### src/rtl/i2c_bit_master.sv
// Byte-level I2C master sequencer. It steps through START, address, data, ACK and STOP
// on the data_clk phase clock, and it drives SDA as an open-drain pull-down enable.
module i2c_bit_master (
    input  logic       clk,
    input  logic       rst,
    input  logic       data_clk,
    input  logic       ena,
    input  logic [6:0] addr,
    input  logic       rw,
    input  logic [7:0] data_wr,
    input  logic       sda_in,
    output logic       sda_oe,
    output logic       scl_not_ena,
    output logic       busy,
    output logic       done,
    output logic [7:0] data_rd,
    output logic       ack_error
);

    typedef enum logic [3:0] {
        ST_READY    = 4'd0,
        ST_START    = 4'd1,
        ST_ADDR     = 4'd2,
        ST_SLV_ACK1 = 4'd3,
        ST_WR       = 4'd4,
        ST_RD       = 4'd5,
        ST_SLV_ACK2 = 4'd6,
        ST_MSTR_ACK = 4'd7,
        ST_STOP     = 4'd8
    } state_t;

    state_t     state_r, state_s;
    logic [2:0] bit_cnt_r, bit_cnt_s;
    logic [7:0] addr_rw_r, addr_rw_s;
    logic [7:0] data_tx_r, data_tx_s;
    logic [7:0] data_rx_r, data_rx_s;
    logic [7:0] data_rd_r, data_rd_s;
    logic       sda_oe_r, sda_oe_s;
    logic       scl_not_ena_r, scl_not_ena_s;
    logic       busy_r, busy_s;
    logic       done_r, done_s;
    logic       ack_error_r, ack_error_s;
    logic       cont_r, cont_s;
    logic       dc_q_r;
    logic       rise_s, fall_s, same_cmd_s;

    assign rise_s     = data_clk & ~dc_q_r;
    assign fall_s     = ~data_clk & dc_q_r;
    // A continuation needs the same target and direction as the byte in flight
    assign same_cmd_s = ena & ({addr, rw} == addr_rw_r);

    // Next-state and output decode; nothing moves except on a data_clk edge
    always_comb begin
        state_s       = state_r;
        bit_cnt_s     = bit_cnt_r;
        addr_rw_s     = addr_rw_r;
        data_tx_s     = data_tx_r;
        data_rx_s     = data_rx_r;
        data_rd_s     = data_rd_r;
        sda_oe_s      = sda_oe_r;
        scl_not_ena_s = scl_not_ena_r;
        busy_s        = busy_r;
        done_s        = 1'b0;
        ack_error_s   = ack_error_r;
        cont_s        = cont_r;
        if (rise_s) begin
            case (state_r)
                ST_READY: begin
                    if (ena) begin
                        addr_rw_s = {addr, rw};
                        data_tx_s = data_wr;
                        busy_s    = 1'b1;
                        state_s   = ST_START;
                    end else begin
                        state_s = ST_READY;
                    end
                end
                ST_START: begin
                    bit_cnt_s = 3'd7;
                    state_s   = ST_ADDR;
                end
                ST_ADDR: begin
                    if (bit_cnt_r == 3'd0) begin
                        state_s = ST_SLV_ACK1;
                    end else begin
                        bit_cnt_s = bit_cnt_r - 3'd1;
                    end
                end
                ST_SLV_ACK1: begin
                    bit_cnt_s = 3'd7;
                    state_s   = addr_rw_r[0] ? ST_RD : ST_WR;
                end
                ST_WR: begin
                    if (bit_cnt_r == 3'd0) begin
                        state_s = ST_SLV_ACK2;
                    end else begin
                        bit_cnt_s = bit_cnt_r - 3'd1;
                    end
                end
                ST_RD: begin
                    if (bit_cnt_r == 3'd0) begin
                        done_s    = 1'b1;
                        data_rd_s = data_rx_r;
                        cont_s    = same_cmd_s;
                        state_s   = ST_MSTR_ACK;
                    end else begin
                        bit_cnt_s = bit_cnt_r - 3'd1;
                    end
                end
                ST_SLV_ACK2: begin
                    done_s = 1'b1;
                    if (same_cmd_s) begin
                        data_tx_s = data_wr;
                        bit_cnt_s = 3'd7;
                        state_s   = ST_WR;
                    end else if (ena) begin
                        addr_rw_s = {addr, rw};
                        state_s   = ST_START;
                    end else begin
                        state_s = ST_STOP;
                    end
                end
                ST_MSTR_ACK: begin
                    if (cont_r) begin
                        bit_cnt_s = 3'd7;
                        state_s   = ST_RD;
                    end else if (ena) begin
                        addr_rw_s = {addr, rw};
                        state_s   = ST_START;
                    end else begin
                        state_s = ST_STOP;
                    end
                end
                ST_STOP: begin
                    busy_s  = 1'b0;
                    state_s = ST_READY;
                end
                default: begin
                    state_s = ST_READY;
                end
            endcase
            // The SDA level belongs to the state being entered and the bit it will present
            case (state_s)
                ST_START:    sda_oe_s = 1'b1;
                ST_STOP:     sda_oe_s = 1'b1;
                ST_ADDR:     sda_oe_s = ~addr_rw_s[bit_cnt_s];
                ST_WR:       sda_oe_s = ~data_tx_s[bit_cnt_s];
                ST_MSTR_ACK: sda_oe_s = cont_s;
                default:     sda_oe_s = 1'b0;
            endcase
        end else if (fall_s) begin
            case (state_r)
                ST_START: begin
                    scl_not_ena_s = 1'b0;
                    ack_error_s   = 1'b0;
                end
                ST_SLV_ACK1, ST_SLV_ACK2: begin
                    if (sda_in) begin
                        ack_error_s = 1'b1;
                    end else begin
                        ack_error_s = ack_error_r;
                    end
                end
                ST_RD: begin
                    data_rx_s[bit_cnt_r] = sda_in;
                end
                ST_STOP: begin
                    scl_not_ena_s = 1'b1;
                end
                default: begin
                    ack_error_s = ack_error_r;
                end
            endcase
        end else begin
            state_s = state_r;
        end
    end

    // data_clk history for edge detection
    always_ff @(posedge clk or posedge rst) begin
        if (rst) begin
            dc_q_r <= 1'b0;
        end else begin
            dc_q_r <= data_clk;
        end
    end

    // Sequencer state, datapath and output registers
    always_ff @(posedge clk or posedge rst) begin
        if (rst) begin
            state_r       <= ST_READY;
            bit_cnt_r     <= 3'd0;
            addr_rw_r     <= 8'd0;
            data_tx_r     <= 8'd0;
            data_rx_r     <= 8'd0;
            data_rd_r     <= 8'd0;
            sda_oe_r      <= 1'b0;
            scl_not_ena_r <= 1'b1;
            busy_r        <= 1'b0;
            done_r        <= 1'b0;
            ack_error_r   <= 1'b0;
            cont_r        <= 1'b0;
        end else begin
            state_r       <= state_s;
            bit_cnt_r     <= bit_cnt_s;
            addr_rw_r     <= addr_rw_s;
            data_tx_r     <= data_tx_s;
            data_rx_r     <= data_rx_s;
            data_rd_r     <= data_rd_s;
            sda_oe_r      <= sda_oe_s;
            scl_not_ena_r <= scl_not_ena_s;
            busy_r        <= busy_s;
            done_r        <= done_s;
            ack_error_r   <= ack_error_s;
            cont_r        <= cont_s;
        end
    end

    assign sda_oe      = sda_oe_r;
    assign scl_not_ena = scl_not_ena_r;
    assign busy        = busy_r;
    assign done        = done_r;
    assign data_rd     = data_rd_r;
    assign ack_error   = ack_error_r;

endmodule
### config.mk
export PLATFORM = sky130hd
export DESIGN_NAME = i2c_bit_master
export DESIGN_NICKNAME = d
export VERILOG_FILES = /design/src/rtl/i2c_bit_master.sv
export SDC_FILE = /design/constraint.sdc
export NUM_CORES = 1
export LEC_CHECK = 0
export CORE_MARGIN = 4
export CORE_UTILIZATION = 40
export DETAILED_ROUTE_END_ITERATION = 12
export GPL_ROUTABILITY_DRIVEN = 1
export SYNTH_ARGS = -nofsm -noshare
export SYNTH_HDL_FRONTEND = slang
export SYNTH_SLANG_ARGS = --single-unit
### constraint.sdc
create_clock -name clk -period 2.95 [get_ports clk]
set_clock_uncertainty 0.1 [all_clocks]
set_input_delay 0.59 -clock clk [delete_from_list [all_inputs] [get_ports clk]]
set_output_delay 0.59 -clock clk [all_outputs]
set_load 0.05 [all_outputs]
[Yosys cells after proc, flatten, opt, wreduce, memory -nomap -nowiden]
Index checks and enable logic that the tools add are counted.
Storage, ports and cells
  register bits: 46
  bits of input ports: 21
  output and inout port bits: 13
Operators by class
  add/sub/neg operators: 1
  order comparisons: 3
  eq/ne operators: 16
  muxes and demuxes: 42
  bitwise operators: 8
  reduce and logical (&&, ||, !) cells: 15
Operator list (number)
  $mux W8: 7
  $pmux W4 S8: 1
  $mux W4: 7
  $eq A4 B3 Y1 const B: 6
  $pmux W8 S3: 1
  $pmux W8 S2: 1
  $eq A4 B2 Y1 const B: 3
  $mux W3: 4
  $pmux W3 S4: 1
  $reduce_and A3 Y1: 4
  $mux W1: 11
  $bwmux W8: 1
  $eq A4 B1 Y1 const B: 2
  $eq A4 B4 Y1 const B: 2
  $eq A8 B8 Y1: 1
  $lt A3 B4 Y1 const B: 2
  $pmux W1 S2: 4
  $bmux W1 S3: 2
  $reduce_bool A2 Y1: 3
  $reduce_or A2 Y1: 3
  $not A1 Y1: 5
  $logic_not A4 Y1: 1
  $ne A2 B2 Y1 const B: 2
  $pmux W1 S4: 1
  other kinds (8): 10

[Depth between registers and ports, before layout]
Gate-level depths: netlist of run 1.
  word-level depth: 9
  depth in mapped cells: 12
  mapped depth without buffers: 10

[Worst setup path after synthesis of run 1]
No wires, ideal clock.
  path kind: register to register
  start point: reg bit_cnt_r[1]
  end point: reg sda_oe_r, in the netlist sda_oe
  library setup time: 0.135 ns
  arrival time: 2.602 ns
  data required time: 2.715 ns
  path slack: 0.113 ns
  cell stages (with the launch flop): 13
  period minus slack after synthesis: 2.837 ns
  cells stage by stage: dfrtp_1 -> clkbuf_1 -> inv_1 -> ha_1 -> nor2b_1 -> nor4_1 -> o31a_1 -> or3_1 -> buf_6 -> a21bo_2 -> a22o_2 -> o211ai_1 -> nand4_1
On the way
  word-level cells in the longest chain between the ends: 8
  elaborated cells on any way between the ends: 27
Ends and longest elaborated chain
  start: declaration: line 33  | logic [2:0] bit_cnt_r, bit_cnt_s;
  start signal: assignment: line 205  | bit_cnt_r <= bit_cnt_s;
  $sub A3 B1 Y3 or $logic_not A3 Y1 (tied branches)
  $mux W3: line 83, 94, 101
  $pmux W3 S4: line 67  | case (state_r)
  $mux W3: line 66  | if (rise_s) begin
  $bmux W1 S3, on equally long branches: line 147, 146
  $mux W1, on equally long branches: line 147, 146
  $not A1 Y1, on equally long branches: line 147, 146
  $pmux W1 S4 *: line 143  | case (state_s)
  end signal: assignment: line 210  | sda_oe_r <= sda_oe_s;
  end: declaration: line 38  | logic sda_oe_r, sda_oe_s;
Every way passes the cells marked *; elsewhere a longest branch is shown, timed or not. The select of a mux whose other input is x is not followed.
A chain may end at the register's enable or synchronous reset.

[Worst setup path in the final report of run 1]
  start point: in addr[6]
  end point: reg sda_oe_r, in the netlist sda_oe
On the way
  word-level cells in the longest chain between the ends: 9
  elaborated cells on any way between the ends: 31
Ends and longest elaborated chain
  start: declaration: line 8  | input logic [6:0] addr,
  $eq A8 B8 Y1: line 50  | assign same_cmd_s = ena & ({addr, rw} == addr_rw_r);
  $and A1 B1 Y1: line 50
  $mux W3 or $mux W8 (tied branches): line 112  | if (same_cmd_s) begin
  $pmux W3 S4, or another cell as far along: line 67
  $mux W3 or $mux W8 (tied branches): line 66
  $bmux W1 S3, on equally long branches: line 147, 146
  $mux W1, on equally long branches: line 147, 146
  $not A1 Y1, on equally long branches: line 147, 146
  $pmux W1 S4 *: line 143
Marks and branches as above.

==> impl_results.html, run 1 <==
<table>
<tr><th>Metric</th><th>Value</th></tr>
<tr><th colspan="2">Clocking</th></tr>
<tr><td>Clk sinks</td><td>46</td></tr>
<tr><td>Clock tree from TritonCTS</td><td>done</td></tr>
<tr><td>Clock slew at the register clock pins of the worst setup and hold paths</td><td>0.09 ns</td></tr>
<tr><td>Hold bufs inserted after CTS</td><td>0</td></tr>
<tr><td>Insertion delay of the later-clocked pin in the worst-skew pair</td><td>0.30 ns</td></tr>
<tr><td>Library cell used as clock root buffer</td><td>clkbuf_8</td></tr>
<tr><td>TritonCTS buffer count</td><td>5</td></tr>
<tr><td>Clock Tree Buf Depth</td><td>2</td></tr>
<tr><td>Maximum level of the CTS H-tree</td><td>2</td></tr>
<tr><th colspan="2">Die</th></tr>
<tr><td>Die X-Extent</td><td>92.78 µm</td></tr>
<tr><td>Die height</td><td>92.78 µm</td></tr>
<tr><td>Die Footprint</td><td>8608 µm²</td></tr>
<tr><td>I/O pin count</td><td>34</td></tr>
<tr><td>Initial core utilization</td><td>41.63%</td></tr>
<tr><td>Core area</td><td>6907 µm²</td></tr>
<tr><td>Std cell rows</td><td>30</td></tr>
<tr><th colspan="2">Yosys</th></tr>
<tr><td>Count of flip-flops with a built-in enable after synthesis</td><td>0</td></tr>
<tr><td>Number of distinct library cell variants in the gate-level netlist after synthesis</td><td>70</td></tr>
<tr><td>Synthesis warning total</td><td>0</td></tr>
<tr><td>Post-synthesis net count</td><td>306</td></tr>
<tr><td>Post-synthesis sequential area ratio</td><td>40.08%</td></tr>
<tr><td>Async set or reset register ratio after synthesis</td><td>100.0%</td></tr>
<tr><td>Synthesized area divided by synthesized cell count</td><td>10.16 µm²</td></tr>
<tr><td>Main flop type after synthesis</td><td>dfrtp_1</td></tr>
<tr><td>Number of storage elements in the synthesis netlist</td><td>46</td></tr>
<tr><td>Post-Synthesis Cell Area</td><td>2875 µm²</td></tr>
<tr><td>Syn Inst Count</td><td>283</td></tr>
<tr><th colspan="2">Critical path</th></tr>
<tr><td>Data required time at the worst endpoint</td><td>3.09 ns</td></tr>
<tr><td>Arrival time at the worst endpoint</td><td>3.00 ns</td></tr>
<tr><td>Buffer and inverter count on the worst path</td><td>1</td></tr>
<tr><td>Slowest cell delay on critical path</td><td>0.55 ns</td></tr>
<tr><td>Cell family with the largest share of critical-path delay</td><td>simple AND/OR/NAND/NOR gates</td></tr>
<tr><td>Cell type of the slowest stage on the worst timing path</td><td>or4_4</td></tr>
<tr><td>End point of the critical path</td><td>sda_oe</td></tr>
<tr><td>Setup slack on the worst flop-to-flop path</td><td>0.21 ns</td></tr>
<tr><td>Number of cells on the worst reg-to-reg path</td><td>10</td></tr>
<tr><td>Type of destination of the critical path</td><td>flop</td></tr>
<tr><td>Crit Reg-Reg Startpoint</td><td>state_r[2]</td></tr>
<tr><td>Path type of the worst setup path</td><td>in2reg</td></tr>
<tr><td>WP depth</td><td>9</td></tr>
<tr><td>Worst Path Max Fanout</td><td>5</td></tr>
<tr><td>Startpoint class of the critical path</td><td>input pin</td></tr>
<tr><td>Worst setup path start</td><td>addr[6]</td></tr>
<tr><td>Cell chain of the critical path</td><td>clkdlybuf4s50_1 &gt; xor2_1 &gt; or4_4 &gt; or4_4 &gt; and4_4 &gt; a211oi_2 &gt; a311oi_1 &gt; a211o_1 &gt; nand4_1</td></tr>
<tr><td>FF-to-FF End</td><td>sda_oe</td></tr>
<tr><td>Critical path's most frequent cell</td><td>or4_4</td></tr>
<tr><th colspan="2">Power and ir drop</th></tr>
<tr><td>Power density over the cells</td><td>940.4 nW/µm²</td></tr>
<tr><td>Share of power burned in combinational logic</td><td>60.4%</td></tr>
<tr><td>Sequential cell fraction of total power</td><td>28.1%</td></tr>
<tr><td>Internal power contribution</td><td>2.039 mW</td></tr>
<tr><td>Maximum vdd ir drop</td><td>0.0005224 V</td></tr>
<tr><td>Clock power share</td><td>11.5%</td></tr>
<tr><td>Leakage power of the design</td><td>1.658 nW</td></tr>
<tr><td>Switching share of power</td><td>41.56%</td></tr>
<tr><td>Total chip power</td><td>3.490 mW</td></tr>
<tr><td>Net Switching</td><td>1.451 mW</td></tr>
<tr><th colspan="2">Final layout</th></tr>
<tr><td>Most frequent cells in the layout</td><td>45 x dfrtp_1, 44 x buf_4, 33 x mux2_2</td></tr>
<tr><td>Most common cell after layout, fill and taps aside</td><td>dfrtp_1</td></tr>
<tr><td>Layout overhead on the synthesized area</td><td>29.07%</td></tr>
<tr><td>Final nets</td><td>376</td></tr>
<tr><td>Ratio of cells with drive above 1 in the final layout</td><td>31.64%</td></tr>
<tr><td>Core Util, Final</td><td>53.73%</td></tr>
<tr><td>Final Instance Area</td><td>3711 µm²</td></tr>
<tr><td>Final standard cell count with taps included and fillers excluded</td><td>450</td></tr>
<tr><td>Final antenna diode count</td><td>0</td></tr>
<tr><th colspan="2">Placed design</th></tr>
<tr><td>Placer Congestion</td><td>0.9380</td></tr>
<tr><td>Placed cell area</td><td>3586 µm²</td></tr>
<tr><td>HPWL after DPL</td><td>5616 µm</td></tr>
<tr><td>Port-buffer cells</td><td>33</td></tr>
<tr><td>Total placed cells including tap cells</td><td>440</td></tr>
<tr><td>Worst slack at placement</td><td>-0.4143 ns</td></tr>
<tr><th colspan="2">Global route</th></tr>
<tr><td>Number of antenna violations at the first check in global routing</td><td>0</td></tr>
<tr><td>Gr ovfl total</td><td>0</td></tr>
<tr><td>Vias in the first global route</td><td>2480</td></tr>
<tr><td>Overall routing resource usage</td><td>17.76%</td></tr>
<tr><td>Pin count of the biggest net entering global routing</td><td>25</td></tr>
<tr><td>First-pass GRT wire length</td><td>12220 µm</td></tr>
<tr><th colspan="2">Drt</th></tr>
<tr><td>Antenna-violating nets left</td><td>0</td></tr>
<tr><td>Pre-Repair DR Iteration Count</td><td>5</td></tr>
<tr><td>Via density per instance</td><td>5.316</td></tr>
<tr><td>DR WL/cell</td><td>16.36 µm</td></tr>
<tr><td>Aggregate routed wire length</td><td>7360 µm</td></tr>
<tr><td>Drt drc</td><td>0</td></tr>
<tr><td>Routed via count</td><td>2392</td></tr>
<tr><td>Detailed Route Iter0 Violations</td><td>83</td></tr>
<tr><th colspan="2">Worst hold path</th></tr>
<tr><td>Hold depth</td><td>1</td></tr>
<tr><td>HP Class</td><td>reg2reg</td></tr>
<tr><th colspan="2">Timing</th></tr>
<tr><td>Total negative slack</td><td>0 ns</td></tr>
<tr><td>Final worst-path cycle share</td><td>96.69%</td></tr>
<tr><td>Number of slew-limit violations in the final report</td><td>0</td></tr>
<tr><td>Post-Route Hold Slack</td><td>0.4076 ns</td></tr>
<tr><td># setup viols final</td><td>0</td></tr>
<tr><td>Pin slew with the least headroom to its limit</td><td>0.5436 ns</td></tr>
<tr><td>PnR worst setup slack</td><td>0.09777 ns</td></tr>
<tr><td>Max frequency</td><td>350.6 MHz</td></tr>
<tr><td>Worst max-slew margin expressed relative to the limit</td><td>63.29%</td></tr>
<tr><td>Number of hold-slack violations in the final timing report</td><td>0</td></tr>
<tr><td>Unrepaired setup endpoints after global routing</td><td>no</td></tr>
<tr><td>Clock period minus final worst setup slack</td><td>2.852 ns</td></tr>
<tr><th colspan="2">Run</th></tr>
<tr><td>Number of maximum-capacitance constraint violations</td><td>0</td></tr>
<tr><th colspan="2">Run status</th></tr>
<tr><td>Result of the run</td><td>finished clean</td></tr>
</table>
-- flip-flops by register name, summed over array words and instances, names as in the netlist, 3 cells and up --
| name | cells |
|---|---|
| addr_rw_r | 8 |
| bit_cnt_r | 3 |
| data_rd | 8 |
| data_rx_r | 8 |
| data_tx_r | 8 |
| state_r | 4 |
-- power groups by stage --
stage	clock, mW	combinational, mW	sequential, mW
floorplan	0	1.34	1.00
detailed placement	0	2.03	0.994
finish	0.400	2.11	0.982
global placement	0	2.02	0.983
CTS	0.416	2.09	0.981
global route	0.441	2.29	1.01
-- cells in the mapped netlist (5+ instances only) --
library cell / count / area share (%)
mux2_2: 33 / 13
nor2b_1: 5 / 1.1
a31oi_1: 5 / 1.1
inv_1: 9 / 1.2
o21ai_0: 13 / 2.3
buf_2: 6 / 1.0
xor2_1: 9 / 2.7
nor2_1: 16 / 2.1
mux2i_1: 12 / 4.2
nor4_1: 5 / 1.1
nand2_1: 25 / 3.3
a21oi_1: 5 / 0.87
dfrtp_1: 45 / 39
nor3_1: 5 / 0.87
-- repair_timing --
action                     CTS  global route
gates cloned                 1             0
buffers inserted             1             0
setup endpoints to repair    1             4
pin swaps                    5             3
gates resized for setup      6             5
-- metal layers --
metal / vias up / track usage [%] / routed length [µm]
met5: - / 0 / 0
met4: 0 / 3.541 / 81
met3: 8 / 2.518 / 226
met2: 49 / 31.49 / 3665
met1: 1150 / 22.98 / 3386
li1: 1185 / - / -
-- kinds of logic (layout without fill, tap and decap cells) --
group | after synthesis | in the layout | synth area share (%)
and+or+nand+nor | 97 | 98 | 19.67
AOI/OAI and AO/OA | 56 | 56 | 14.10
muxes | 46 | 46 | 17.49
DFF | 46 | 46 | 40.08
buffers and inverters | 26 | 96 | 4.743
xor gates and xnor gates | 10 | 10 | 3.046
adders and majority gates | 2 | 2 | 0.8702
-- final cells by class --
cell class	instances	area, µm²
timing repair buffer	79	700.7
clock buffer	5	68.82
fill	663	3196
multi-input combinational	212	1614
sequential	46	1152
tap	96	120.1
inverter	9	33.78
clock inverter	3	21.27
-- worst min path at each step --
stage | start | to | slack, ns
after global placement | data_tx_r[4] | data_tx_r[4] | 0.38
after global routing | data_tx_r[0] | data_tx_r[0] | 0.42
after floorplan | data_tx_r[7] | data_tx_r[7] | 0.37
final | data_tx_r[4] | data_tx_r[4] | 0.41
after CTS | data_tx_r[4] | data_tx_r[4] | 0.41
after detailed placement | data_tx_r[4] | data_tx_r[4] | 0.39
(Power assumes the default switching activity.)
==> run 2: changes to the inputs <==
--- a/config.mk
+++ b/config.mk
@@ -6,9 +6,11 @@
 export NUM_CORES = 1
 export LEC_CHECK = 0
 export CORE_MARGIN = 4
-export CORE_UTILIZATION = 40
+export CORE_UTILIZATION = 44
+export CTS_CLUSTER_SIZE = 12
 export DETAILED_ROUTE_END_ITERATION = 12
 export GPL_ROUTABILITY_DRIVEN = 1
+export PLACE_DENSITY = 0.68
 export SYNTH_ARGS = -nofsm -noshare
 export SYNTH_HDL_FRONTEND = slang
 export SYNTH_SLANG_ARGS = --single-unit
==> run 2 against run 1 <==
Against the previous run: sequential share of layout area up 0.29 points; non-clock buffer count decreased by 6; count of clock-buffer cells in the layout unchanged; maximum frequency is 1.4% lower; total power shrank 1.5%; cell count shrank 5.6%; sequential power shrank 1%; via count down 1.3%; critical endpoint unchanged.
==> impl_results.html, run 2 (same netlist as run 1, synthesis figures left out) <==
<table>
<tr><th>Metric</th><th>Value</th></tr>
<tr><th colspan="2">Die</th></tr>
<tr><td>Die X-Extent</td><td>88.84 µm (was 92.78 µm)</td></tr>
<tr><td>I/O pin count</td><td>34 (unchanged)</td></tr>
<tr><td>Std cell rows</td><td>29 (was 30)</td></tr>
<tr><td>Initial core utilization</td><td>45.28% (was 41.63%)</td></tr>
<tr><td>Die height</td><td>88.84 µm (was 92.78 µm)</td></tr>
<tr><td>Core area</td><td>6350 µm² (was 6907 µm²)</td></tr>
<tr><td>Die Footprint</td><td>7892 µm² (was 8608 µm²)</td></tr>
<tr><th colspan="2">Global route</th></tr>
<tr><td>First-pass GRT wire length</td><td>11240 µm (was 12220 µm)</td></tr>
<tr><td>Overall routing resource usage</td><td>18.43% (was 17.76%)</td></tr>
<tr><td>Gr ovfl total</td><td>0 (unchanged)</td></tr>
<tr><td>Pin count of the biggest net entering global routing</td><td>47 (was 25)</td></tr>
<tr><td>Vias in the first global route</td><td>2380 (was 2480)</td></tr>
<tr><td>Number of antenna violations at the first check in global routing</td><td>0 (unchanged)</td></tr>
<tr><th colspan="2">Critical path</th></tr>
<tr><td>Startpoint class of the critical path</td><td>input pin (unchanged)</td></tr>
<tr><td>Buffer and inverter count on the worst path</td><td>1 (unchanged)</td></tr>
<tr><td>Type of destination of the critical path</td><td>flop (unchanged)</td></tr>
<tr><td>Critical path's most frequent cell</td><td>or4_4 (unchanged)</td></tr>
<tr><td>Slowest cell delay on critical path</td><td>0.56 ns (was 0.55 ns)</td></tr>
<tr><td>Data required time at the worst endpoint</td><td>3.09 ns (about the same)</td></tr>
<tr><td>Arrival time at the worst endpoint</td><td>3.04 ns (was 3.00 ns)</td></tr>
<tr><td>Cell family with the largest share of critical-path delay</td><td>simple AND/OR/NAND/NOR gates (unchanged)</td></tr>
<tr><td>Path type of the worst setup path</td><td>in2reg (unchanged)</td></tr>
<tr><td>Cell chain of the critical path</td><td>clkdlybuf4s50_1 &gt; xor2_1 &gt; or4_4 &gt; or4_4 &gt; and4_4 &gt; a211oi_2 &gt; a311oi_1 &gt; a211o_1 &gt; nand4_1 (unchanged)</td></tr>
<tr><td>Cell type of the slowest stage on the worst timing path</td><td>or4_4 (unchanged)</td></tr>
<tr><td>Worst Path Max Fanout</td><td>5 (unchanged)</td></tr>
<tr><th colspan="2">Power and ir drop</th></tr>
<tr><td>Maximum vdd ir drop</td><td>0.0005936 V (was 0.0005224 V)</td></tr>
<tr><td>Total chip power</td><td>3.439 mW (was 3.490 mW)</td></tr>
<tr><td>Leakage power of the design</td><td>1.661 nW (was 1.658 nW)</td></tr>
<tr><td>Power density over the cells</td><td>935.2 nW/µm² (was 940.4 nW/µm²)</td></tr>
<tr><th colspan="2">Run status</th></tr>
<tr><td>Result of the run</td><td>finished clean (unchanged)</td></tr>
<tr><th colspan="2">Timing</th></tr>
<tr><td>Worst max-slew margin expressed relative to the limit</td><td>62.25% (was 63.29%)</td></tr>
<tr><td>Final worst-path cycle share</td><td>98.05% (was 96.69%)</td></tr>
<tr><td>Number of slew-limit violations in the final report</td><td>0 (unchanged)</td></tr>
<tr><td>Max frequency</td><td>345.7 MHz (was 350.6 MHz)</td></tr>
<tr><td>Pin slew with the least headroom to its limit</td><td>0.5590 ns (was 0.5436 ns)</td></tr>
<tr><td>Unrepaired setup endpoints after global routing</td><td>no (unchanged)</td></tr>
<tr><td>Post-Route Hold Slack</td><td>0.4076 ns (about the same)</td></tr>
<tr><td>Number of hold-slack violations in the final timing report</td><td>0 (unchanged)</td></tr>
<tr><td># setup viols final</td><td>0 (unchanged)</td></tr>
<tr><td>PnR worst setup slack</td><td>0.05748 ns (was 0.09777 ns)</td></tr>
<tr><td>Clock period minus final worst setup slack</td><td>2.893 ns (was 2.852 ns)</td></tr>
<tr><th colspan="2">Clocking</th></tr>
<tr><td>TritonCTS buffer count</td><td>5 (unchanged)</td></tr>
<tr><td>Library cell used as clock root buffer</td><td>clkbuf_8 (unchanged)</td></tr>
<tr><td>Hold bufs inserted after CTS</td><td>0 (unchanged)</td></tr>
<tr><td>Clock Tree Buf Depth</td><td>2 (unchanged)</td></tr>
<tr><td>Number of setup buffers added after CTS</td><td>0 (was 1)</td></tr>
<tr><td>Clock slew at the register clock pins of the worst setup and hold paths</td><td>0.09 ns (about the same)</td></tr>
<tr><td>Clock tree from TritonCTS</td><td>done (unchanged)</td></tr>
<tr><td>Maximum level of the CTS H-tree</td><td>2 (unchanged)</td></tr>
<tr><td>Insertion delay of the later-clocked pin in the worst-skew pair</td><td>0.31 ns (was 0.30 ns)</td></tr>
<tr><td>Clk sinks</td><td>46 (unchanged)</td></tr>
<tr><th colspan="2">Placed design</th></tr>
<tr><td>Port-buffer cells</td><td>33 (unchanged)</td></tr>
<tr><td>HPWL after DPL</td><td>5055 µm (was 5616 µm)</td></tr>
<tr><td>Placer Congestion</td><td>0.8868 (was 0.9380)</td></tr>
<tr><td>Worst slack at placement</td><td>-0.4160 ns (was -0.4143 ns)</td></tr>
<tr><th colspan="2">Run</th></tr>
<tr><td>Number of maximum-capacitance constraint violations</td><td>0 (unchanged)</td></tr>
<tr><th colspan="2">Final layout</th></tr>
<tr><td>Final antenna diode count</td><td>0 (unchanged)</td></tr>
<tr><td>Most common cell after layout, fill and taps aside</td><td>dfrtp_1 (unchanged)</td></tr>
<tr><td>Final nets</td><td>370 (was 376)</td></tr>
<tr><td>Layout overhead on the synthesized area</td><td>27.89% (was 29.07%)</td></tr>
<tr><td>Ratio of cells with drive above 1 in the final layout</td><td>30.46% (was 31.64%)</td></tr>
<tr><td>Most frequent cells in the layout</td><td>45 x dfrtp_1, 37 x buf_4, 33 x mux2_2 (was 45 x dfrtp_1, 44 x buf_4, 33 x mux2_2)</td></tr>
<tr><th colspan="2">Drt</th></tr>
<tr><td>Aggregate routed wire length</td><td>6666 µm (was 7360 µm)</td></tr>
<tr><td>Antenna-violating nets left</td><td>0 (unchanged)</td></tr>
<tr><td>Routed via count</td><td>2360 (was 2392)</td></tr>
<tr><td>Pre-Repair DR Iteration Count</td><td>4 (was 5)</td></tr>
<tr><td>Detailed Route Iter0 Violations</td><td>168 (was 83)</td></tr>
<tr><td>DR WL/cell</td><td>15.68 µm (was 16.36 µm)</td></tr>
<tr><td>Via density per instance</td><td>5.553 (was 5.316)</td></tr>
<tr><td>Drt drc</td><td>0 (unchanged)</td></tr>
<tr><th colspan="2">Worst hold path</th></tr>
<tr><td>HP Class</td><td>reg2reg (unchanged)</td></tr>
</table>
## run 2: metrics by stage
step | cell area (µm²) | cells | utilization, % | setup TNS [ns]
final | 3677 | 425 | 57.91 | 0
after global routing | 3677 | 425 | 57.91 | 0
after CTS | 3664 | 425 | 57.69 | 0
after detailed placement | 3537 | 416 | 55.70 | -1.687
after global placement | 3537 | 416 | 55.70 | -1.302
after floorplan | 2875 | 283 | - | 0
## run 2: what timing repair did
item,CTS,global route
gates cloned,1,0
endpoints found under the setup margin,1,1
gates resized for setup,6,4
pin swaps,4,2
## run 2: area by class of cell
type	instances	area [µm²]
multi-input cells	212	1610
clock inverters	3	43.79
flip-flops and latches	46	1152
well taps	77	96.34
inverters	9	33.78
clock buffers	5	68.82
fillers	573	2673
repair buffers	73	671.9
## run 2: layer usage
| metal | track usage (%) | share of wire (%) | up-vias |
|---|---|---|---|
| met3 | 2.886 | 4.1 | 10 |
| li1 | - | - | 1169 |
| met5 | 0 | 0 | - |
| met1 | 23.02 | 45 | 1131 |
| met4 | 5.495 | 1.5 | 0 |
| met2 | 32.59 | 50 | 50 |
## run 2: worst register-to-register path: stages, from the launching register on
cell and delay [ns]:
dfrtp_1 0.38, inv_1 0.12, ha_1 0.22, nor2b_1 0.21, nor4_1 0.07, o31a_1 0.32
or3_1 0.53, a21bo_2 0.25, a22o_2 0.22, o211ai_1 0.15, nand4_1 0.10
## run 2: final timing paths
kind	from	to	slack, ns	cells past startpoint
setup reg to reg	bit_cnt_r[1]	sda_oe	0.16	10
hold / removal	data_rx_r[2]	data_rd[2]	0.41	1
hold reg to reg	data_rx_r[2]	data_rd[2]	0.41	1
max in group asynchronous	rst	scl_not_ena	1.96	3
min in group asynchronous	rst	addr_rw_r[3]	0.53	3
setup / recovery	addr[1]	sda_oe	0.06	9
## run 2: where the power goes
part	switching, mW	internal (mW)	total (mW)
registers	0.154	0.816	0.969
logic	1.01	0.964	1.98
clock network	0.239	0.254	0.494
